===== src/rtl/cont4bits_down_pkg.sv =====
// Shared types and constants for the cont4bits_down loadable down-counter.
package cont4bits_down_pkg;

  localparam int DEFAULT_WIDTH = 4;

  typedef enum logic [1:0] {
    IDLE    = 2'd0,
    RUN     = 2'd1,
    EXPIRED = 2'd2
  } state_t;

endpackage


===== src/rtl/cont4bits_down.sv =====
// Loadable down-counter with IDLE/RUN/EXPIRED control FSM that stops at zero.
// Define AUTO_RELOAD_EN to restart from the last loaded value when enabled in EXPIRED.
module cont4bits_down
  import cont4bits_down_pkg::*;
#(
  parameter int WIDTH = DEFAULT_WIDTH
) (
  input  logic             clk,
  input  logic             reset_n,
  input  logic             load,
  input  logic [WIDTH-1:0] din,
  input  logic             enable,
  output logic [WIDTH-1:0] Q,
  output logic             TC,
  output logic             busy,
  output state_t           state
);

  localparam logic [WIDTH-1:0] ZERO = '0;
  localparam logic [WIDTH-1:0] ONE  = WIDTH'(1);

  state_t           state_q, state_d;
  logic [WIDTH-1:0] count_q, count_d;

`ifdef AUTO_RELOAD_EN
  logic [WIDTH-1:0] reload_q, reload_d;

  always_ff @(posedge clk or negedge reset_n) begin
    if (!reset_n) reload_q <= ZERO;
    else          reload_q <= reload_d;
  end
`endif

  always_ff @(posedge clk or negedge reset_n) begin
    if (!reset_n) begin
      state_q <= IDLE;
      count_q <= ZERO;
    end else begin
      state_q <= state_d;
      count_q <= count_d;
    end
  end

  // load wins in every state; a zero load goes straight to EXPIRED.
  always_comb begin
    state_d = state_q;
    count_d = count_q;
`ifdef AUTO_RELOAD_EN
    reload_d = reload_q;
`endif
    if (load) begin
      count_d = din;
`ifdef AUTO_RELOAD_EN
      reload_d = din;
`endif
      state_d = (din == ZERO) ? EXPIRED : RUN;
    end else begin
      unique case (state_q)
        IDLE: ;
        RUN: begin
          if (enable) begin
            if (count_q > ONE) begin
              count_d = count_q - ONE;
            end else begin
              count_d = ZERO;
              state_d = EXPIRED;
            end
          end
        end
        EXPIRED: begin
`ifdef AUTO_RELOAD_EN
          if (enable && (reload_q != ZERO)) begin
            count_d = reload_q;
            state_d = RUN;
          end
`endif
        end
        default: begin
          state_d = IDLE;
          count_d = ZERO;
        end
      endcase
    end
  end

  assign Q     = count_q;
  assign TC    = (count_q == ZERO);
  assign busy  = (state_q == RUN);
  assign state = state_q;

endmodule


===== config.mk =====
export PLATFORM = sky130hd
export DESIGN_NAME = cont4bits_down
export DESIGN_NICKNAME = d
export VERILOG_FILES = /design/src/rtl/cont4bits_down_pkg.sv /design/src/rtl/cont4bits_down.sv
export SDC_FILE = /design/constraint.sdc
export NUM_CORES = 1
export LEC_CHECK = 0
export ABC_AREA = 1
export CELL_PAD_IN_SITES_DETAIL_PLACEMENT = 0
export CELL_PAD_IN_SITES_GLOBAL_PLACEMENT = 1
export CORE_MARGIN = 5
export CORE_UTILIZATION = 31
export CTS_BUF_LIST = sky130_fd_sc_hd__clkbuf_16
export DETAILED_ROUTE_END_ITERATION = 6
export PLACE_DENSITY_LB_ADDON = 0.1
export SKIP_CTS_REPAIR_TIMING = 1
export SYNTH_ARGS = -nofsm -noshare
export SYNTH_HDL_FRONTEND = slang
export SYNTH_SLANG_ARGS = --single-unit

===== constraint.sdc =====
create_clock -name clk -period 3.6 [get_ports clk]
set_input_delay 0.72 -clock clk [delete_from_list [all_inputs] [get_ports clk]]
set_output_delay 0.72 -clock clk [all_outputs]
set_load 0.005 [all_outputs]

Yosys cells after proc, flatten, opt, wreduce, memory -nomap -nowiden
Index checks and enable logic that the tools add are counted.

Add/sub/neg operators: 1. Order comparisons: 1. Equality and inequality tests: 5. Muxes and demuxes: 9. Reductions and logical operators: 6.

Operator list (count): $mux W4 (3); $logic_not A4 Y1 (2); $mux W2 (4); $pmux W4 S2 (1); $ne A3 B3 Y1 const B (2); $gt A4 B1 Y1 const B (1); $pmux W2 S2 (1); $sub A4 B1 Y4 const B (1); $reduce_and A3 Y1 (1); $eq A2 B1 Y1 const B (1); $eq A2 B2 Y1 const B (1); $logic_not A2 Y1 (1); $ne A2 B1 Y1 const B (1); $reduce_and A2 Y1 (1); $reduce_or A2 Y1 (1).

Register bits after elaboration: 6. Input port bits: 8. Output and inout port bits: 8.

Logic depth before layout (Yosys ltp)
Gate-level depths: netlist of the first run.

Depth in word-level cells: 5. Mapped depth: 9. Mapped depth without buffers: 9.

Least setup slack after synthesis of the first run
Ideal clock, no wire load.

Path type: flip-flop to output port. From: register count_q[0] (netlist: Q[0]). To: output TC. Data arrival time: 0.871 ns. Data required time: 2.880 ns. Slack: 2.009 ns. Stages on the path, launching flop included: 4. Path through: dfrtp_1 > inv_1 > ha_1 > nor3b_1.

Word-level cells in the longest chain between the ends: 1.

RTL lines: start, declared (RTL line cont4bits_down.sv:23) `logic [WIDTH-1:0] count_q, count_d;`; start signal, assigned (RTL line cont4bits_down.sv:40) `count_q <= count_d;`; $logic_not A4 Y1 (RTL line cont4bits_down.sv:87) `assign TC = (count_q == ZERO);`; end, declared (RTL line cont4bits_down.sv:14) `output logic TC,`.

No other way between the ends.

Worst setup path after layout of the first run
Ends and elaborated chain as after synthesis.

==> results.py, run 1 <==
metrics = {
    "routing": {
        "via_per_inst": 4.355,
        "vias": 479,
        "drt-initial-drc-count": 7,
        "drcViolationCount": 0,
        "wl_um": 1159,
        "final_antenna_net_count": 0,
        "first_pass_iters": 4,
        "wl_per_cell_um": 10.54,
    },
    "setup_path": {
        "critPathKind": "flip-flop to output port",
        "ff2ff_path_depth": 9,
        "crit_required_ps": 2880,
        "crit_arrival_ps": 1620,
        "end_kind": "output port",
        "reg2reg_to": "state[0]",
        "setup.reg_to_reg.worst_slack_ps": 2280,
        "cp-start-kind": "flip-flop",
        "crit_fanout": 5,
        "rr_startpoint": "Q[0]",
    },
    "timing": {
        "rsz0062_at_grt": "no",
        "totalNegativeSetupSlack_ps": 0,
        "min_period_ps": 2337,
        "max_slew_margin_pct": 79.13,
        "setup-violations-final": 0,
        "hold_viol": 0,
        "fin_skew_ps": 1.054,
        "period_share_pct": 64.92,
        "drv_slew": 0,
        "tightestPinTransition_ps": 312.1,
        "fmax_mhz": 427.9,
    },
    "placed_design": {
        "io_buffers": 15,
        "place_area_um2": 649.4,
        "routabilityCongestion": 0.6979,
        "hpwl_um": 904.7,
    },
    "finish": {
        "final_common_cell": "nand2_1",
        "fill_cells": 152,
        "mostFrequentLayoutCells": "30 x nand2_1, 16 x inv_1, 15 x clkdlybuf4s50_1, 7 x nand3_1, 6 x dfrtp_1",
        "antenna_cells": 0,
        "final_cell_area_um2": 724.4,
        "drive_above_1_share_pct": 8.511,
        "final_nets": 107,
        "synthToLayoutAreaGrowth_pct": 48.84,
    },
    "run_status": {
        "status": "completed",
    },
    "logic_synthesis": {
        "synth-seq-area-share_pct": 30.85,
        "ys_types": 12,
        "syn_nets": 88,
        "syn-cell-area_um2": 486.7,
        "ys_ff_latch": 6,
        "yosysWarnings": 0,
        "syn_avg_cell_area_um2": 6.321,
        "synth_cells": 77,
    },
    "job": {
        "maxCapViolations": 0,
    },
    "clocking": {
        "cts_tree": "done",
        "cts_htree_levels": 1,
        "clkTransAtPathRegs_ps": 30,
        "clock_path_buffers": 2,
        "cts_sinks": 6,
        "cts_root_buffer": "clkbuf_16",
        "numCtsBuffers": 3,
        "clkLatencyLatePin_ps": 230,
    },
    "worst_hold_path": {
        "hold_start": "state[0]",
        "hold_depth": 2,
        "hold_path_class": "flip-flop to flip-flop",
        "min_to": "state[0]",
    },
    "global_route": {
        "grt_overflow": 0,
        "grt_max_degree": 9,
        "grt_pass1_vias": 436,
        "track_usage_pct": 10.49,
        "antenna_found_initial": 0,
        "grt_pass1_wl_um": 1945,
    },
    "power": {
        "p_sw_mw": 0.1238,
        "leakagePower_nw": 0.3948,
        "p_per_area_nw_per_um2": 571.1,
        "combPwrFrac_pct": 32.5,
        "ir_drop_v": 0.0002997,
        "clkPwrFrac_pct": 43.7,
        "seq_power_share_pct": 23.8,
        "swShare_pct": 29.92,
        "intPower_mw": 0.2900,
    },
    "floorplan": {
        "num_rows": 14,
        "ios": 16,
        "die_area_um2": 2463,
        "die_w_um": 49.63,
        "die_h_um": 49.63,
        "start_util_pct": 32.31,
        "coreArea_um2": 1506,
    },
}
## synthesized netlist by cell type (all sizes together)
cell type / instances / area (um^2)
buf: 1 / 7.510
nand4: 3 / 18.77
inv: 16 / 60.06
ha: 3 / 37.54
nand3: 7 / 35.03
dfrtp: 6 / 150.1
o21ai: 1 / 8.760
nor3b: 1 / 7.510
nand2: 33 / 131.4
nor2: 6 / 30.03
## state kept, by name, indices dropped and copies added (netlist names)
register and cells:
Q 4, state 2
## logic make-up (layout without fill, tap and decap cells)
group / Yosys count / count (layout) / share of synthesized area [%]
flops: 6 / 6 / 30.85
compound gates: 1 / 1 / 1.800
fa+ha+maj: 3 / 3 / 7.713
buf+inv: 17 / 34 / 13.88
simple gates: 50 / 50 / 45.76
## metrics by stage
step	setup slack [ps]	std cells	power, mW	hold WS (ps)	utilization (%)
after global routing	1149	110	0.4411	574.5	48.09
after floorplan	2009	77	0.1721	424.4	-
final	1263	110	0.4137	544.1	48.09
after detailed placement	1493	107	0.2352	543.7	43.11
after CTS	1245	110	0.4196	551.3	48.09
after global placement	1527	107	0.2374	536.0	43.11
## layer usage
metal	up-vias	GRT usage [%]	part of all wire, %
li1	265	-	-
met2	12	14.62	44
met4	0	3.930	0
met3	0	5.723	6.2
met5	-	0	0
met1	202	13.39	50
## worst max-delay path by stage
stage | start | slack (ps) | end
finish | Q[0] | 1260 | TC
global route | Q[0] | 1150 | TC
detailed placement | Q[0] | 1490 | TC
CTS | Q[0] | 1240 | TC
global placement | Q[0] | 1530 | TC
floorplan | Q[0] | 2010 | TC
## layout make-up
cell class,count,area [um^2],share of cell area (%)
clock buffer,3,75.07,10.36
tap,16,20.02,2.763
sequential,6,150.1,20.73
multi-input combinational,54,269.0,37.13
inverter,16,60.06,8.290
timing repair buffer,15,150.1,20.73
## worst max-delay path: stages, from the launching register on
cell and delay, ps:
dfrtp_1 400, inv_1 150, ha_1 150, nor3b_1 160, clkdlybuf4s50_1 520
## power groups by stage
stage	registers, mW	clock network, mW	logic [mW]
floorplan	0.0970	0	0.0751
global placement	0.0990	0	0.138
detailed placement	0.0996	0	0.136
CTS	0.0990	0.184	0.137
global route	0.102	0.187	0.152
finish	0.0984	0.181	0.134
Power figures use the tool's default switching activity.
==> inputs of run 2 (changes only) <==
--- a/config.mk
+++ b/config.mk
@@ -9,7 +9,7 @@
 export CELL_PAD_IN_SITES_DETAIL_PLACEMENT = 0
 export CELL_PAD_IN_SITES_GLOBAL_PLACEMENT = 1
 export CORE_MARGIN = 5
-export CORE_UTILIZATION = 31
+export CORE_UTILIZATION = 29
 export CTS_BUF_LIST = sky130_fd_sc_hd__clkbuf_16
 export DETAILED_ROUTE_END_ITERATION = 6
 export PLACE_DENSITY_LB_ADDON = 0.1
==> constraint.sdc (replaced) <==
create_clock -name clk -period 2.2 [get_ports clk]
set_input_delay 0.44 -clock clk [delete_from_list [all_inputs] [get_ports clk]]
set_output_delay 0.44 -clock clk [all_outputs]
set_load 0.005 [all_outputs]
==> run 2 against run 1 <==
Total power up 64%. Clock skew up 0.73 ps. Flip-flop and latch count unchanged. Critical path depth unchanged. Design area grew 1.0%. Routed wire length up 2.1%. Non-clock buffer count increased by 1. Cell count is 0.91% higher. Global-route usage is 0.13 points higher. Critical path type unchanged. Critical endpoint unchanged. Highest routed layer is now met4.
==> results.py, run 2 (synthesized netlist as in run 1, its figures left out) <==
metrics = {
    "timing": {
        "rsz0062_at_grt": "no",
        "hold_viol": 0,
        "fmax_mhz": 482.7,
        "max_slew_margin_pct": 78.79,
        "fin_ws_ps": 128.1,
        "period_share_pct": 94.18,
        "setup-violations-final": 0,
        "holdWs_ps": 455.8,
        "min_period_ps": 2072,
        "totalNegativeSetupSlack_ps": 0,
        "fin_skew_ps": 1.786,
        "drv_slew": 0,
        "tightestPinTransition_ps": 318.1,
    },
    "finish": {
        "final_cell_area_um2": 732.0,
        "synthToLayoutAreaGrowth_pct": 50.39,
        "largest_reg_flops": 4,
        "final_common_cell": "nand2_1",
        "antenna_cells": 0,
        "final_nets": 108,
        "mostFrequentLayoutCells": "30 x nand2_1, 16 x inv_1, 15 x clkdlybuf4s50_1, 7 x nand3_1, 6 x dfrtp_1",
        "final_core_util_pct": 47.48,
        "fill_cells": 177,
        "fin_cells": 111,
        "drive_above_1_share_pct": 9.474,
    },
    "clocking": {
        "numCtsBuffers": 3,
        "clkTransAtPathRegs_ps": 30,
        "clkLatencyLatePin_ps": 230,
        "cts_root_buffer": "clkbuf_16",
        "cts_tree": "done",
        "cts_sinks": 6,
        "clock_path_buffers": 2,
        "cts_htree_levels": 1,
    },
    "placed_design": {
        "io_buffers": 15,
        "hpwl_um": 994.4,
        "routabilityCongestion": 0.7491,
        "place_area_um2": 656.9,
        "dp_cells": 108,
        "pre_cts_slack_ps": 371.9,
    },
    "floorplan": {
        "die_h_um": 50.97,
        "die_w_um": 50.97,
        "ios": 16,
        "start_util_pct": 31.57,
        "num_rows": 14,
        "die_area_um2": 2597,
        "coreArea_um2": 1541,
    },
    "power": {
        "intPower_mw": 0.4755,
        "p_sw_mw": 0.2022,
        "combPwrFrac_pct": 32.6,
        "clkPwrFrac_pct": 43.6,
        "seq_power_share_pct": 23.8,
        "swShare_pct": 29.83,
        "finalPower_mw": 0.6777,
        "p_per_area_nw_per_um2": 925.9,
        "leakagePower_nw": 0.3996,
        "ir_drop_v": 0.0004084,
    },
    "setup_path": {
        "critPathKind": "flip-flop to output port",
        "cp-start-kind": "flip-flop",
        "crit_arrival_ps": 1630,
        "end_kind": "output port",
        "crit_required_ps": 1760,
        "crit_fanout": 5,
    },
    "routing": {
        "drt-initial-drc-count": 7,
        "drcViolationCount": 0,
        "wl_um": 1183,
        "final_antenna_net_count": 0,
        "first_pass_iters": 4,
        "wl_per_cell_um": 10.66,
        "via_per_inst": 4.414,
        "vias": 490,
    },
    "global_route": {
        "grt.busiest_layer": "met1",
        "grt_overflow": 0,
        "met3_usage_pct": 5.523,
        "track_usage_pct": 10.62,
        "grt_max_degree": 8,
        "grtUsageMet2_pct": 13.64,
        "grt_pass1_vias": 424,
        "grt_use_met1_pct": 13.81,
        "grt_pass1_wl_um": 1952,
        "antenna_found_initial": 0,
    },
    "run_status": {
        "status": "completed",
    },
    "job": {
        "maxCapViolations": 0,
    },
    "worst_hold_path": {
        "hold_path_class": "input pin to async pin",
    },
}
## run 2: changes by cell type in the layout (fill, tap and decap cells not counted)
cell	change
buf_4	+1
## run 2: area by class of cell
cell class                      instances  area [um^2]  share of cell area [%]
Inverter                               16        60.06                   8.205
Timing Repair Buffer                   16        157.7                   21.54
Multi-Input combinational cell         54        269.0                   36.75
Tap cell                               16        20.02                   2.735
Clock buffer                            3        75.07                   10.26
Sequential cell                         6        150.1                   20.51
## run 2: critical path: stages, from the launching register on
cell and delay (ps):
dfrtp_1 400, inv_1 140, ha_1 160, nor3b_1 170
clkdlybuf4s50_1 530
## run 2: path summary, 6_finish.rpt
| path | start | end | slack, ps | cells past startpoint |
|---|---|---|---|---|
| min in group clk | state[1] | state[1] | 550 | 2 |
| hold / removal | reset_n | state[1] | 460 | 1 |
| setup reg to reg | Q[0] | state[0] | 890 | 9 |
| setup / recovery | Q[0] | TC | 130 | 4 |
| max in group asynchronous | reset_n | Q[1] | 1530 | 1 |
| hold reg to reg | state[1] | state[1] | 550 | 2 |
## run 2: power by group through the flow
stage	sequential, mW	clock (mW)	combinational, mW
2_1_floorplan	0.159	0	0.123
3_3_place_gp	0.162	0	0.227
3_5_place_dp	0.163	0	0.225
4_1_cts	0.162	0.299	0.227
5_1_grt	0.167	0.307	0.252
6_report	0.161	0.295	0.221
## run 2: layer usage
metal  up-vias  wire length (um)
met3         4                89
li1        271                 -
met5         -                 0
met4         0                28
met2        10               501
met1       205               563
